===== src/rtl/cpu_step_controller_if.sv =====
// cpu_step_controller_if: CPU-facing signals between the step controller and integrated_cpu
interface cpu_step_controller_if #(
    parameter int PC_W = 11,
    parameter int CPI  = 8
);
    localparam int PH_W = $clog2(CPI);
    logic            cpu_en;
    logic            cpu_load_pc;
    logic [PC_W-1:0] cpu_pc_init;
    logic [PC_W-1:0] cpu_pc;
    logic [PH_W-1:0] phase;
    logic            instr_done;
    modport master (output cpu_en, cpu_load_pc, cpu_pc_init, phase, instr_done, input cpu_pc);
    modport slave  (input cpu_en, cpu_load_pc, cpu_pc_init, phase, instr_done, output cpu_pc);
endinterface


===== src/rtl/cpu_step_controller.sv =====
// cpu_step_controller: run/step sequencer gating the multicycle CPU in fixed CPI-cycle slots
module cpu_step_controller #(
    parameter int PC_W  = 11,
    parameter int CPI   = 8,
    parameter int CNT_W = 16
) (
    input  logic                  clk,
    input  logic                  rst_n,
    input  logic [PC_W-1:0]       start_pc,
    input  logic                  go,
    input  logic [1:0]            mode,
    input  logic [CNT_W-1:0]      run_count,
    input  logic                  step,
    input  logic                  stop,
    input  logic                  bp_en,
    input  logic [PC_W-1:0]       bp_addr,
    cpu_step_controller_if.master bus,
    output logic [CNT_W-1:0]      retired,
    output logic                  busy,
    output logic                  halted,
    output logic [1:0]            halt_cause
);
    localparam int PH_W = $clog2(CPI);

    typedef enum logic [2:0] {IDLE, LOAD, RUN, PAUSE, HALT} state_t;

    state_t           state;
    logic [CNT_W-1:0] count_q;
    logic [1:0]       mode_q;
    logic             stop_q;
    logic             stop_any;
    logic             last;
    logic             step_mode;
    logic             count_mode;
    logic [CNT_W-1:0] ret_inc;
    logic [1:0]       cause;

    // Slot-boundary decisions: pending stop, saturating retire count, halt cause by priority
    always_comb begin
        stop_any   = stop_q | stop;
        last       = bus.phase == PH_W'(CPI - 1);
        step_mode  = mode_q == 2'b01;
        count_mode = mode_q == 2'b10;
        ret_inc    = &retired ? retired : retired + 1'b1;
        cause      = stop_any ? 2'b01 :
                     (count_mode && ret_inc == count_q) ? 2'b10 :
                     (bp_en && bus.cpu_pc == bp_addr) ? 2'b11 : 2'b00;
    end

    // Sequencer FSM; every output is assigned here so all outputs are registered
    always_ff @(posedge clk or negedge rst_n) begin
        if (!rst_n) begin
            state           <= IDLE;
            count_q         <= '0;
            mode_q          <= '0;
            stop_q          <= 1'b0;
            retired         <= '0;
            busy            <= 1'b0;
            halted          <= 1'b0;
            halt_cause      <= '0;
            bus.cpu_en      <= 1'b0;
            bus.cpu_load_pc <= 1'b0;
            bus.cpu_pc_init <= '0;
            bus.phase       <= '0;
            bus.instr_done  <= 1'b0;
        end else begin
            bus.cpu_load_pc <= 1'b0;
            bus.instr_done  <= 1'b0;
            case (state)
                IDLE, HALT: if (go) begin
                    state           <= LOAD;
                    bus.cpu_load_pc <= 1'b1;
                    bus.cpu_pc_init <= start_pc;
                    count_q         <= run_count;
                    mode_q          <= mode;
                    retired         <= '0;
                    halt_cause      <= '0;
                    stop_q          <= 1'b0;
                    busy            <= 1'b1;
                    halted          <= 1'b0;
                end
                LOAD: begin
                    stop_q <= stop_any;
                    if (count_mode && count_q == '0) begin
                        state      <= HALT;
                        busy       <= 1'b0;
                        halted     <= 1'b1;
                        halt_cause <= 2'b10;
                    end else begin
                        state      <= RUN;
                        bus.cpu_en <= 1'b1;
                    end
                end
                RUN: begin
                    stop_q         <= stop_any;
                    bus.phase      <= bus.phase + 1'b1;
                    bus.instr_done <= bus.phase == PH_W'(CPI - 2);
                    if (last) begin
                        retired   <= ret_inc;
                        bus.phase <= '0;
                        if (cause != 2'b00) begin
                            state      <= HALT;
                            bus.cpu_en <= 1'b0;
                            busy       <= 1'b0;
                            halted     <= 1'b1;
                            halt_cause <= cause;
                        end else if (step_mode) begin
                            state      <= PAUSE;
                            bus.cpu_en <= 1'b0;
                        end
                    end
                end
                PAUSE: if (stop_any) begin
                    state      <= HALT;
                    busy       <= 1'b0;
                    halted     <= 1'b1;
                    halt_cause <= 2'b01;
                end else if (step) begin
                    state      <= RUN;
                    bus.cpu_en <= 1'b1;
                end
                default: state <= IDLE;
            endcase
        end
    end
endmodule


===== src/flat_wrapper.sv =====
// flat-port wrapper written by rule: the top's interface ports become plain ports
module cpu_step_controller_flat 
#(
    parameter int PC_W  = 11,
    parameter int CPI   = 8,
    parameter int CNT_W = 16
)
  (clk, rst_n, start_pc, go, mode, run_count, step, stop, bp_en, bp_addr, retired, busy, halted, halt_cause, bus_cpu_en, bus_cpu_load_pc, bus_cpu_pc_init, bus_phase, bus_instr_done, bus_cpu_pc);
  cpu_step_controller_if #(.PC_W(PC_W), .CPI(CPI)) bus_i ();
  input  logic clk;
  input  logic rst_n;
  input  logic [PC_W-1:0] start_pc;
  input  logic go;
  input  logic [1:0] mode;
  input  logic [CNT_W-1:0] run_count;
  input  logic step;
  input  logic stop;
  input  logic bp_en;
  input  logic [PC_W-1:0] bp_addr;
  output logic [CNT_W-1:0] retired;
  output logic busy;
  output logic halted;
  output logic [1:0] halt_cause;
  output wire logic [$bits(bus_i.cpu_en)-1:0] bus_cpu_en;
  output wire logic [$bits(bus_i.cpu_load_pc)-1:0] bus_cpu_load_pc;
  output wire logic [$bits(bus_i.cpu_pc_init)-1:0] bus_cpu_pc_init;
  output wire logic [$bits(bus_i.phase)-1:0] bus_phase;
  output wire logic [$bits(bus_i.instr_done)-1:0] bus_instr_done;
  input wire logic [$bits(bus_i.cpu_pc)-1:0] bus_cpu_pc;
  assign bus_cpu_en = bus_i.cpu_en;
  assign bus_cpu_load_pc = bus_i.cpu_load_pc;
  assign bus_cpu_pc_init = bus_i.cpu_pc_init;
  assign bus_phase = bus_i.phase;
  assign bus_instr_done = bus_i.instr_done;
  assign bus_i.cpu_pc = bus_cpu_pc;
  cpu_step_controller #(.PC_W(PC_W), .CPI(CPI), .CNT_W(CNT_W)) u_core (.clk(clk), .rst_n(rst_n), .start_pc(start_pc), .go(go), .mode(mode), .run_count(run_count), .step(step), .stop(stop), .bp_en(bp_en), .bp_addr(bp_addr), .bus(bus_i), .retired(retired), .busy(busy), .halted(halted), .halt_cause(halt_cause));
endmodule

===== config.mk =====
export PLATFORM = sky130hd
export DESIGN_NAME = cpu_step_controller_flat
export DESIGN_NICKNAME = d
export VERILOG_FILES = /design/src/rtl/cpu_step_controller_if.sv /design/src/rtl/cpu_step_controller.sv /design/src/flat_wrapper.sv
export SDC_FILE = /design/constraint.sdc
export NUM_CORES = 1
export LEC_CHECK = 0
export ABC_AREA = 1
export CORE_UTILIZATION = 49
export DETAILED_ROUTE_END_ITERATION = 12
export HOLD_SLACK_MARGIN = 0.12
export PLACE_DENSITY = 0.84
export SETUP_SLACK_MARGIN = 0.4
export SLEW_MARGIN = 10
export SYNTH_ARGS = -nofsm -noshare
export SYNTH_HDL_FRONTEND = slang
export SYNTH_SLANG_ARGS = --single-unit

===== constraint.sdc =====
create_clock -name clk -period 2.7 [get_ports clk]
set_input_delay 0.405 -clock clk [delete_from_list [all_inputs] [get_ports clk]]
set_output_delay 0.405 -clock clk [all_outputs]
set_load 0.02 [all_outputs]

==> impl_metrics.csv <==
group,metric,value,unit
floorplan,row_count,30,
synthesis,synth_area_leaders,"dfrtp_1 (41%), nand2_1 (19%), nand3_1 (7.2%), inv_1 (6.4%), nor2_1 (5.0%)",
worst_setup_path,critPathTopFamily,"simple AND/OR/NAND/NOR gates",
sta,slew_headroom,60.3,%
final_layout,synthToLayoutAreaGrowth,42.9,%
routing,ant_nets,0,
cts,clkTransAtPathRegs,0.08,ns
worst_setup_path,cp-start-kind,"register",
sta,fin_crit_sh,87.8,%
floorplan,die_x,87.9,um
floorplan,chipHeight,87.9,um
worst_setup_path,worstSetupPathType,"register to register",
worst_setup_path,crit_top_cell,"nand2_1",
power,power_density,848,nW/um^2
power,p_leak,2.51,nW
final_layout,fin_nets,706,
outcome,status,"finished clean",
synthesis,netlist_area,3620,um^2
worst_setup_path,critPathArrivalTime,2.61,ns
floorplan,fp.dieArea,7730,um^2
synthesis,postSynthCellCount,528,
sta,setup_tns,0,ns
global_routing,antenna_found_initial,0,
final_layout,antennaDiodeCount,0,
power,p_sw,1.84,mW
worst_setup_path,cp_slowest_cell,"dfrtp_1",
routing,vias,4020,
global_routing,grt_pass1_vias,3767,
place,port_buffers,93,
power,switching_share,41.9,%
sta,min_period,2.37,ns
routing,drt_iter0_drc,436,
cts,clock-sinks,59,
routing,drc,0,
final_layout,mostFrequentLayoutCells,"nand2_1 (174), clkdlybuf4s50_1 (92), inv_1 (62)",
floorplan,core,6940,um^2
synthesis,synthesis.nets,589,
sta,rsz0062_at_grt,"yes",
sta,slew_violations,0,
power,power_frac_seq,32.2,%
power,p_clk_share,20.3,%
power,vdd_drop_max,0.571,mV
worst_setup_path,end_kind,"register",
worst_setup_path,crit_buf_inv,1,
worst_setup_path,critPathMaxFanout,5,
cts,cts_tree,"built",
final_layout,n_fill_cell,563,
sta,finalSetupViolations,0,
synthesis,synthDominantCellAreaShare,40.8,%
place,gp_congestion,1.02,
synthesis,syn_area_per_cell,6.85,um^2
place,hpwl,8.19,mm
floorplan,io_pins,94,
cts,clockBufferDepth,2,
hold_path,hp-class,"register to register",
sta,fmax,422,MHz
sta,worst_pin_slew,0.596,ns
worst_setup_path,critPathMaxStageDelay,0.39,ns
cts,h-tree-depth,3,
synthesis,ys_types,33,
floorplan,start_util,52.1,%
global_routing,grt_pass1_wl,17.7,mm
cts,clk_latency,0.35,ns
sta,hold_viol_final,0,
power,p_int,2.55,mW
sta,finClkSkew,0.0112,ns
routing,wire_per_inst,14.8,um
global_routing,gr-total-overflow,0,
synthesis,ys_warn_count,0,
synthesis,ys_seq_area_share,40.8,%
global_routing,grt_max_degree,47,
routing,routed_wl,11.1,mm
cts,cts_made_buffers,9,
power,combPwrFrac,47.6,%
final_layout,multiInputGateArea,1970,um^2
synthesis,ys_ff_latch,59,
final_layout,mostFrequentLayoutCell,"nand2_1",
power,p_total,4.38,mW
final_layout,drive_above_1_share,15.2,%
worst_setup_path,worst-endpoint-required,2.94,ns
run,max_cap_viol_count,0,
routing,drt_pass1_iterations,8,
global_routing,grtUsageTotal,30.0,%
synthesis,synth_top_cell_by_area,"dfrtp_1",
routing,vias_per_cell,5.39,
final_layout,regArea,1480,um^2
worst_setup_path,crit_chain,"ha_2 -> nand2_2 -> nor2_4 -> nand2_4 -> buf_4 -> o21ai_0 -> nand2_1 -> nand2_1 -> nand4_1 -> nor2_2 -> nand2_2 -> nand4_1 -> nand2_1 -> nand2_1 -> nand2_1",
cts,ctsRootBufferMaster,"clkbuf_8",
[path summary, 6_finish.rpt]
kind,cells after the start,end,start,slack (ns)
setup / recovery,15,u_core.state[2]$_DFFE_PN0P_,u_core.retired[1]$_DFFE_PN0P_,0.33
max in group asynchronous,3,u_core.retired[2]$_DFFE_PN0P_,rst_n,1.48
hold reg to reg,2,u_core.bus.cpu_pc_init[5]$_DFFE_PN0P_,u_core.bus.cpu_pc_init[5]$_DFFE_PN0P_,0.48
hold / removal,2,u_core.bus.cpu_pc_init[5]$_DFFE_PN0P_,u_core.bus.cpu_pc_init[5]$_DFFE_PN0P_,0.48
min in group asynchronous,2,u_core.retired[1]$_DFFE_PN0P_,rst_n,0.60
setup reg to reg,15,u_core.state[2]$_DFFE_PN0P_,u_core.retired[1]$_DFFE_PN0P_,0.33
[repair_timing]
action	in CTS	in global routing
pin swaps	7	15
endpoints found under the setup margin	8	8
gates cloned	2	0
setup buffers	10	2
gates resized for setup	21	23
hold buffers	1	0
hold endpoints to repair	22	0
[metal layers]
metal / vias to the layer above / wire, um / GRT usage [%] / part of all wire [%]
met2: 244 / 5290 / 49.3 / 48
met5: - / 0 / 0 / 0
met1: 1819 / 4490 / 39.2 / 41
li1: 1924 / - / - / -
met4: 0 / 200 / 8.64 / 1.8
met3: 33 / 1100 / 7.82 / 9.9
[sequential cells by signal (all words and copies together) (netlist names), 2 cells and up]
| register | cells |
|---|---|
| u_core.state | 3 |
| u_core.halt_cause | 2 |
| u_core.mode_q | 2 |
| u_core.retired | 16 |
| u_core.bus.cpu_pc_init | 11 |
| u_core.count_q | 16 |
| u_core.bus.phase | 3 |
[cells in the mapped netlist]
cell type	n
nor2_2	3
nor2_8	1
buf_1	1
nor2_1	48
a221oi_1	1
nand2_1	184
inv_2	5
nor4_1	4
nand3_1	52
a211oi_1	1
dfrtp_1	59
nor3_1	4
o21ai_1	6
a21oi_1	3
o21ai_0	26
buf_6	1
nand4_1	18
clkinv_1	1
or3b_2	1
nand3_2	2
buf_2	3
nand3b_1	1
o2111ai_1	1
ha_1	4
inv_1	62
xnor2_1	2
or2_2	6
xor2_1	7
o211ai_1	1
clkbuf_1	7
nand2_4	2
nand2_2	5
o22ai_1	6
[final cells by class]
class                   count  share of cell area, %
clock buffers               9                   2.40
flip-flops and latches     59                   28.7
well taps                  96                   2.32
clock inverters             7                   1.79
multi-input cells         389                   38.1
repair inverters            2                  0.242
inverters                  68                   5.13
repair buffers            116                   21.3
[stage by stage]
step / utilization (%) / cell area (um^2) / hold slack (ns) / setup slack (ns) / std cells
final: 74.4 / 5170 / 0.475 / 0.329 / 746
after global placement: 67.5 / 4690 / 0.428 / 0.233 / 715
after CTS: 73.1 / 5070 / 0.476 / 0.402 / 744
after detailed placement: 67.5 / 4690 / 0.438 / 0.184 / 715
after global routing: 74.4 / 5170 / 0.503 / 0.141 / 746
after floorplan: - / 3620 / 0.109 / 0.406 / 528
[tightest hold or removal path, stage by stage (launching register included)]
cell and delay [ns]:
dfrtp_1 0.34, nand2_1 0.06, nand2_1 0.05
[power by group through the flow]
stage	Clock (mW)	Sequential (mW)	Combinational, mW
final	0.888	1.41	2.09
after floorplan	0	1.55	1.02
after global placement	0	1.41	1.90
after CTS	0.906	1.40	2.01
after global routing	0.937	1.44	2.30
after detailed placement	0	1.42	1.93
[logic make-up after synthesis]
family	Yosys count	share of synthesized area (%)
AND/OR/NAND/NOR	331	40.2
buffers and inverters	80	8.61
flip-flops	59	40.8
AO/OA/AOI/OAI	45	6.78
XOR/XNOR	9	2.18
adder cells (fa/ha/maj)	4	1.38
Note: power is estimated with default switching activity, not from simulation.
